File: src/rtl/sample_gain_drain.sv
// Pops signed samples from an upstream FWFT FIFO, scales them by a fixed-point GAIN and writes
// exactly SAMPLE_COUNT results downstream per run. Define SAMPLE_GAIN_SAT_EN to clamp instead of wrap.
module sample_gain_drain #(
  parameter int                   DATA_SIZE    = 32,
  parameter logic [DATA_SIZE-1:0] GAIN         = 32'h00000400,
  parameter int                   BITS         = 10,
  parameter int                   SAMPLE_COUNT = 200
) (
  input  logic                 clock,
  input  logic                 reset,
  input  logic                 start,
  input  logic                 in_empty,
  output logic                 in_rd_en,
  input  logic [DATA_SIZE-1:0] in_dout,
  input  logic                 out_full,
  output logic                 out_wr_en,
  output logic [DATA_SIZE-1:0] out_din,
  output logic                 done,
  output logic [1:0]           state_dbg
);

  localparam int             CW        = $clog2(SAMPLE_COUNT + 1);
  localparam int             PW        = 2 * DATA_SIZE;
  localparam logic [CW-1:0]  COUNT_MAX = CW'(SAMPLE_COUNT);

  typedef enum logic [1:0] {
    IDLE = 2'd0,
    RUN  = 2'd1,
    DONE = 2'd2
  } state_t;

  state_t                 state_q, state_d;
  logic [CW-1:0]          pop_cnt_q, pop_cnt_d;
  logic [CW-1:0]          wr_cnt_q, wr_cnt_d;
  logic [DATA_SIZE-1:0]   result_q, result_d;
  logic                   valid_q, valid_d;
  logic                   pop, wr;
  logic signed [PW-1:0]   sample_ext, gain_ext, product;
  logic [DATA_SIZE-1:0]   scaled;

  // Full-width signed product: a DATA_SIZE x DATA_SIZE signed multiply always fits in PW bits.
  always_comb begin
    sample_ext = PW'($signed(in_dout));
    gain_ext   = PW'($signed(GAIN));
    product    = sample_ext * gain_ext;
  end

`ifdef SAMPLE_GAIN_SAT_EN
  localparam logic signed [PW-1:0] SAT_MAX = $signed({{(DATA_SIZE+1){1'b0}}, {(DATA_SIZE-1){1'b1}}});
  localparam logic signed [PW-1:0] SAT_MIN = $signed({{(DATA_SIZE+1){1'b1}}, {(DATA_SIZE-1){1'b0}}});
  logic signed [PW-1:0] shifted;

  always_comb begin
    shifted = product >>> BITS;
    if (shifted > SAT_MAX) begin
      scaled = {1'b0, {(DATA_SIZE-1){1'b1}}};
    end else if (shifted < SAT_MIN) begin
      scaled = {1'b1, {(DATA_SIZE-1){1'b0}}};
    end else begin
      scaled = shifted[DATA_SIZE-1:0];
    end
  end
`else
  always_comb begin
    scaled = DATA_SIZE'(product >>> BITS);
  end
`endif

  // Handshake: a pop needs a free (or simultaneously draining) output slot; a write needs room downstream.
  always_comb begin
    pop       = (state_q == RUN) & ~in_empty & (pop_cnt_q < COUNT_MAX) & (~valid_q | ~out_full);
    wr        = valid_q & ~out_full;
    in_rd_en  = pop;
    out_wr_en = wr;
    out_din   = result_q;
    done      = (state_q == DONE);
    state_dbg = state_q;
  end

  always_comb begin
    state_d   = state_q;
    pop_cnt_d = pop_cnt_q;
    wr_cnt_d  = wr_cnt_q;
    result_d  = result_q;
    valid_d   = valid_q;

    case (state_q)
      IDLE, DONE: begin
        if (start) begin
          state_d   = RUN;
          pop_cnt_d = '0;
          wr_cnt_d  = '0;
        end
      end
      RUN: begin
        if (pop) pop_cnt_d = pop_cnt_q + CW'(1);
        if (wr)  wr_cnt_d  = wr_cnt_q + CW'(1);
        if (wr_cnt_d == COUNT_MAX) state_d = DONE;
      end
      default: state_d = IDLE;
    endcase

    if (pop) begin
      result_d = scaled;
      valid_d  = 1'b1;
    end else if (wr) begin
      valid_d  = 1'b0;
    end
  end

  always_ff @(posedge clock or negedge reset) begin
    if (!reset) begin
      state_q   <= IDLE;
      pop_cnt_q <= '0;
      wr_cnt_q  <= '0;
      result_q  <= '0;
      valid_q   <= 1'b0;
    end else begin
      state_q   <= state_d;
      pop_cnt_q <= pop_cnt_d;
      wr_cnt_q  <= wr_cnt_d;
      result_q  <= result_d;
      valid_q   <= valid_d;
    end
  end

endmodule

File: config.mk
export PLATFORM = sky130hd
export DESIGN_NAME = sample_gain_drain
export DESIGN_NICKNAME = d
export VERILOG_FILES = /design/src/rtl/sample_gain_drain.sv
export SDC_FILE = /design/constraint.sdc
export NUM_CORES = 1
export LEC_CHECK = 0
export ABC_AREA = 1
export CAP_MARGIN = 20
export CELL_PAD_IN_SITES_DETAIL_PLACEMENT = 2
export CELL_PAD_IN_SITES_GLOBAL_PLACEMENT = 2
export CORE_MARGIN = 4
export CORE_UTILIZATION = 28
export DETAILED_ROUTE_END_ITERATION = 16
export PLACE_DENSITY_LB_ADDON = 0.2
export SLEW_MARGIN = 20
export SYNTH_ARGS = -nofsm -noshare
export SYNTH_HDL_FRONTEND = slang
export SYNTH_SLANG_ARGS = --single-unit
File: constraint.sdc
create_clock -name clock -period 3.3 [get_ports clock]
set_input_delay 0.66 -clock clock [delete_from_list [all_inputs] [get_ports clock]]
set_output_delay 0.66 -clock clock [all_outputs]
set_load 0.005 [all_outputs]
=== Word-level counts from Yosys, hierarchy flattened ===
Cells that the tools add are included.

* Bits in registers: 51
* Input port bits: 37
* Output and inout bits: 37

* $add $sub $neg: 2
* Magnitude comparators: 1
* Eq/ne operators: 6
* Multiplexer cells: 11
* Bitwise gates (word level): 8
* Reduce and logical (&&, ||, !) cells: 7

{| class="wikitable"
|+ Operators with widths
! cell !! number
|-
| 8-bit two-way mux || 4
|-
| 8-bit case mux with 2 select lines || 2
|-
| 8-bit by 1-bit adder with 8-bit output, second input constant || 2
|-
| 8-bit equality test, second input constant || 1
|-
| 8-bit less-than comparator, second input constant || 1
|-
| 1-bit AND || 4
|-
| 2-bit two-way mux || 2
|-
| 2-bit != test, second input constant || 2
|-
| 2-bit case mux with 2 select lines || 1
|-
| 2-bit AND reduction || 2
|-
| 2-bit nonzero test || 2
|-
| 1-bit NOT || 3
|-
| 3-bit AND reduction || 1
|-
| 2-bit by 1-bit equality test with 1-bit output, second input constant || 1
|-
| 2-bit equality test, second input constant || 1
|-
| 2-bit logical NOT || 1
|-
| 1-bit two-way mux || 2
|-
| 2-bit by 1-bit != test with 1-bit output, second input constant || 1
|-
| 2-bit OR reduction || 1
|-
| 1-bit OR || 1
|}

=== Longest topological paths before layout ===
Gate-level depths: netlist (run 1).

* Depth after elaboration: 7
* Depth in mapped cells: 11

=== Worst setup path before layout (run 1) ===
No wires, ideal clock.

* Kind: input-to-output
* From: input port in_empty
* To: output port in_rd_en
* Arrival time: 1.131 ns
* Data required time: 2.640 ns
* Path slack: 1.509 ns
* Cell stages on the path: 4
* Buffers on the path: 1
* Cells stage by stage: nor2_1 -> nand3_1 -> inv_2 -> buf_2

* Word-level cells in the longest chain between the ends: 4

{| class="wikitable"
|+ RTL lines
! item !! RTL line !! RTL
|-
| start, declared || 12 || <nowiki>input logic in_empty,</nowiki>
|-
| 1-bit NOT || 71 || <nowiki>pop = (state_q == RUN) & ~in_empty & (pop_cnt_q < COUNT_MAX) & (~valid_q | ~out_full);</nowiki>
|-
| 1-bit AND (3 in a row) || 71 ||
|-
| end, declared || 13 || <nowiki>output logic in_rd_en,</nowiki>
|}

No other way between the ends.

=== Worst setup path in the final report (run 1) ===
Same ends and word-level chain as after synthesis.

==> results of run 1 <==
power by group:
| part | switching, mW | internal, mW | leakage, nW |
|---|---|---|---|
| clock network | 0.212 | 0.246 | 0.0612 |
| registers | 0.107 | 0.766 | 0.638 |
| logic | 0.315 | 0.293 | 0.851 |
cell type report:
cell class                 instances  area, µm²
inverter                          25       93.8
timing repair buffer              77        756
fill                             915       4590
clock buffer                       6       82.6
multi-input combinational        200        882
sequential                        51       1280
clock inverter                     2       35.0
tap                              102        128
through the flow:
step,hold slack (ns),setup WS (ns)
floorplan,0.364,1.51
finish,0.400,0.660
CTS,0.425,0.654
global placement,0.462,0.647
detailed placement,0.465,0.666
global route,0.458,0.627
worst max path at each step:
| stage | from | to | slack, ns | depth (start not counted) |
|---|---|---|---|---|
| after floorplan | in_empty | in_rd_en | 1.51 | 4 |
| after global placement | in_empty | in_rd_en | 0.65 | 5 |
| after detailed placement | in_empty | in_rd_en | 0.67 | 5 |
| after CTS | in_empty | in_rd_en | 0.65 | 5 |
| after global routing | in_empty | in_rd_en | 0.63 | 5 |
| final | in_empty | in_rd_en | 0.66 | 5 |
layer usage:
layer	vias up	routed length [µm]	GRT usage, %
met1	1078	3060	19.1
met2	42	3610	26.6
li1	1030	-	-
met5	-	0	0
met3	4	425	4.81
met4	0	46	3.15
cells in the mapped netlist:
master | number | area share (%)
o22ai_1 | 5 | 1.4
nor2_4 | 2 | 0.98
nor2_2 | 3 | 0.82
nand2_1 | 141 | 23
inv_2 | 2 | 0.33
dfrtp_1 | 51 | 56
nand3_1 | 11 | 2.4
inv_1 | 23 | 3.8
nand3_2 | 3 | 1.3
a21oi_1 | 5 | 1.1
nand2_4 | 1 | 0.49
buf_4 | 4 | 1.3
nand2_2 | 2 | 0.54
nand4_1 | 3 | 0.82
nor2_1 | 8 | 1.3
nor3_1 | 3 | 0.65
o31ai_1 | 1 | 0.33
ha_1 | 2 | 1.1
o21ai_0 | 10 | 2.2
buf_2 | 3 | 0.65
cells by family after synthesis:
group,count (synthesis)
buffers and inverters,32
AND/OR/NAND/NOR,177
flip-flops,51
AO/OA/AOI/OAI,21
adder cells (fa/ha/maj),2
state kept, by name, summed over array words and instances (netlist names):
| name | flops |
|---|---|
| out_din | 32 |
| pop_cnt_q | 8 |
| wr_cnt_q | 8 |
| state_dbg | 2 |
| valid_q | 1 |
==> results.md, run 1 <==
* CP Buf/Inv Count at 3
* Initial antenna violation count at 0
* Via count at 2154
* Reg2reg end: pop_cnt_q[6]$_DFFE_PN0P_
* NumNets Final at 399
* Post_cts resized at 0
* Yosys warns at 0
* P_leak at 1.55 nW
* Syn nets at approximately 320
* Critical-path cell list: clkdlybuf4s50_1 -> nor2_1 -> nand3_1 -> inv_2 -> clkdlybuf4s50_1
* Final Util at between 40% and 50%
* Synth Area in XOR/XNOR at 0%
* Adder-Cell Fraction of Synth Area at 1.09%
* Critical Path End Type: output port
* Seq cells post-synth at just over 50
* Port buffer count at between 70 and 80
* Crit-path most repeated cell: clkdlybuf4s50_1
* Reg2Reg Depth at 7
* Max VDD drop at around 0.19 mV
* Reg2reg start: state_dbg[0]$_DFFE_PN0P_
* H-tree depth at 2
* Slew Limit Fails at 0
* Starting Density at 29.3%
* TritonRoute pass-1 iters at 3
* Diodes inserted at 0
* First-pass GRT wire length at 12300 µm
* Critical path required time at 2.64 ns
* Fraction of synthesized area in multiplexers at 0%
* Wire per inst at 15.4 µm
* Die H at 98.6 µm
* Setup total negative slack at 0 ns
* Outcome: completed
* Total grt overflow at 0
* Largest family of logic cells by synthesized area: simple AND/OR/NAND/NOR gates
* Num CTS Buffers at 5
* R2R Setup Slk at between 1.5 and 2 ns
* Largest net degree at the start of global routing at 38
* Initial drt markers at 56
* Setup violations, final at 0
* Number of routed nets with antenna violations at 0
* Slowest-stage cell, CP: clkdlybuf4s50_1
* DP Area at 3140 µm²
* Critical path type: input pin to output port
* Post-cts hold buffer count at 0
* Row cnt at 32
* Unrepaired setup endpoints after global routing: no
* Power density over the cells at 596 nW/µm²
* Final WL at 7140 µm
* Placer Congestion at 0.718
* Sequential fraction of the synthesis area at 55.6%
* Design Power at 1.94 mW
* Total track usage at 15.5%
* Residual DRC at 0
* # Max-Cap Violations at 0
* Post-route clock skew at 0.00773 ns
* Clock root cell: clkbuf_8
* Clock tree buffer depth at 2
* Worst path max stage delay at approximately 0.50 ns
* Netlist cell types at 20
* Slew margin rel. at about half
* Critical path peak fanout at 2
* Post-CTS setup repair buffer count at 0
* Final instance area at 3250 µm²
* Startpoint Class: input pin
* Worst-Skew Late Latency at 0.31 ns
* Avg Vias per Cell at 4.65
* Commonest non-fill, non-tap cell in the layout: nand2_1
* Slew @ Worst Pin at 0.728 ns
* Die Wd at 98.6 µm
* Final min period at ~2.6 ns
* Worst min-delay path class: input pin to asynchronous set/reset pin
* Most frequent cells in the layout: nand2_1, clkdlybuf4s50_1, dfrtp_1
* Synth Area in Simple Gates at 32.4%
* Placed Instances at between 400 and 500
* Post-Synthesis Cells at between 200 and 300
* Largest delay share family, worst path: buffers and inverters
* Fmax at around 0.38 GHz
* Final hold vios at 0
* Clock Sinks at just over 50
* Core area at 7850 µm²
* Share of cells above drive strength 1 at around 7%
* Mean post-synth cell area at approximately 8 µm²
* Critical path arrival at 1.98 ns
* Finished Layout Cells at 463
* Post-DP HPWL at between 5000 and 6000 µm
* Die area at 9720 µm²
* Vias in the first global route at 2459
* Complex-gate fraction of the synthesized area at between 4 and 5%
* Cell Area, Synth at 2300 µm²
* I/O Pins at 74
* Clock slew at reported path FFs at 0.09 ns
* CTS tree: built
* Final worst path period share at 80.0%
* Layout area overhead at 41.6%
Note: power is estimated with default switching activity, not from simulation.
==> inputs of run 2 (changes only) <==
Settings changed: CORE_UTILIZATION 28 to 26.
Clock period 3.3 ns to 2.6 ns, I/O delays scaled along.
==> results.md, run 2 (synthesized netlist as in run 1, its figures left out) <==
* Layout area overhead at 41.3%
* Die Wd at 102 µm
* Sequential share of power at 46.8%
* Core area at around 8700 µm²
* Comb power frac at 32.1%
* Reg2reg start: state_dbg[0]$_DFFE_PN0P_
* Crit-path most repeated cell: clkdlybuf4s50_1
* H-tree depth at 2
* Most frequent cells in the layout: nand2_1, clkdlybuf4s50_1, dfrtp_1
* Avg Vias per Cell at ~4.5
* Total grt overflow at 0
* Critical path arrival at 1.82 ns
* Setup total negative slack at 0 ns
* Reg2reg end: pop_cnt_q[3]$_DFFE_PN0P_
* Die area at ~10000 µm²
* Slowest-stage cell, CP: clkdlybuf4s50_1
* Reg2Reg Depth at 8
* DP Area at ~3100 µm²
* P_leak at 1.54 nW
* NumNets Final at 398
* Worst path max stage delay at ~0.53 ns
* Clock root cell: clkbuf_8
* Wire per inst at 14.5 µm
* First-pass GRT wire length at 11500 µm
* Row cnt at 34
* Largest delay share family, worst path: buffers and inverters
* Post-route clock skew at about 0.010 ns
* Largest net degree at the start of global routing at 38
* CP endpoint: in_rd_en
* Clock Sinks at 51
* Critical Path End Type: output port
* Crit path depth at 5
* Post-CTS setup repair buffer count at 0
* Num CTS Buffers at 5
* Port buffer count at 73
* Initial antenna violation count at 0
* I/O Pins at 74
* Starting Density at 26.5%
* Fmax at 0.428 GHz
* CTS tree: built
* Post-DP HPWL at ~5100 µm
* Sw power at 0.813 mW
* Slew Limit Fails at 0
* Critical Path Source: in_empty
* Final min period at 2.34 ns
* Slew margin rel. at between 50% and 60%
* Setup violations, final at 0
* Critical-path cell list: clkdlybuf4s50_1 -> nor2_1 -> nand3_1 -> inv_2 -> clkdlybuf4s50_1
* Placer Congestion at 0.736
* CP Buf/Inv Count at 3
* Clock tree buffer depth at 2
* Die H at 102 µm
* Commonest non-fill, non-tap cell in the layout: nand2_1
* Critical path type: input pin to output port
* Slew @ Worst Pin at 0.659 ns
* TritonRoute pass-1 iters at 4
* Switching Fraction at 34.5%
* Power density over the cells at 726 nW/µm²
* Post_cts resized at 0
* Number of routed nets with antenna violations at 0
* Final WL at 6800 µm
* Worst-Skew Late Latency at 0.31 ns
* Clock share of power at 21.0%
* Share of cells above drive strength 1 at 6.94%
* Vias in the first global route at 2404
* Final worst path period share at between 80% and 90%
* Unrepaired setup endpoints after global routing: no
* Residual DRC at 0
* Post-cts hold buffer count at 0
* Clock slew at reported path FFs at 0.10 ns
* Cell internal pwr at between 1.5 and 2 mW
* Largest register FFs at 32
* Initial drt markers at 48
* Outcome: completed
* Final instance area at approximately 3200 µm²
* Startpoint Class: input pin
* # Max-Cap Violations at 0
* R2R Setup Slk at 0.92 ns
* Via count at 2118
* Diodes inserted at 0
* Worst min-delay path class: input pin to asynchronous set/reset pin
* Critical path required time at 2.08 ns
* Max VDD drop at 0.294 mV
* Final hold vios at 0
* Total track usage at 14.0%
* Critical path peak fanout at 2
==> run 2: changes by cell type in the layout (fill, tap and decap cells not counted), sizes merged <==
cell    previous run  this run
clkinv             1         2
inv               25        26
bufinv             1         0
clkbuf             6         5
buf                5         4
==> run 2: worst min path at each step <==
stage	slack [ns]	cells after the start	from	to
after floorplan	0.22	0	reset	out_din[0]$_DFFE_PN0P_
after global placement	0.46	2	out_din[5]$_DFFE_PN0P_	out_din[5]$_DFFE_PN0P_
after detailed placement	0.47	2	out_din[19]$_DFFE_PN0P_	out_din[19]$_DFFE_PN0P_
after CTS	0.25	1	reset	wr_cnt_q[6]$_DFFE_PN0P_
after global routing	0.26	1	reset	state_dbg[1]$_DFFE_PN0P_
final	0.22	1	reset	wr_cnt_q[6]$_DFFE_PN0P_
==> run 2: stage by stage <==
| stage | instances | util, % | setup slack (ns) | power, mW | hold slack [ns] |
|---|---|---|---|---|---|
| global placement | 460 | 36.3 | 0.260 | 1.86 | 0.462 |
| detailed placement | 460 | 36.3 | 0.267 | 1.90 | 0.468 |
| floorplan | 283 | - | 1.06 | 1.48 | 0.224 |
| finish | 468 | 37.4 | 0.265 | 2.36 | 0.225 |
| CTS | 468 | 37.4 | 0.239 | 2.42 | 0.246 |
| global route | 468 | 37.4 | 0.130 | 2.55 | 0.260 |
==> run 2: per-layer routing <==
| metal | share of wire, % | track usage [%] | wire length [µm] | vias to the layer above |
|---|---|---|---|---|
| li1 | - | - | - | 1028 |
| met1 | 43 | 16.9 | 2930 | 1042 |
| met2 | 48 | 23.4 | 3290 | 43 |
| met3 | 7.2 | 4.98 | 486 | 5 |
| met4 | 1.3 | 3.94 | 89 | 0 |
| met5 | 0 | 0 | 0 | - |
==> run 2: cell type report <==
class	instances	area (µm²)
clock buffers	5	68.8
repair buffers	76	761
well taps	108	135
multi-input cells	200	882
clock inverters	3	28.8
fillers	1011	5430
inverters	25	93.8
flip-flops and latches	51	1280
==> run 2: power groups by stage <==
| stage | Sequential (mW) | Clock, mW | Combinational, mW |
|---|---|---|---|
| 3_3_place_gp | 1.12 | 0 | 0.747 |
| 2_1_floorplan | 1.10 | 0 | 0.375 |
| 3_5_place_dp | 1.12 | 0 | 0.778 |
| 4_1_cts | 1.11 | 0.525 | 0.783 |
| 6_report | 1.10 | 0.495 | 0.757 |
| 5_1_grt | 1.13 | 0.555 | 0.863 |
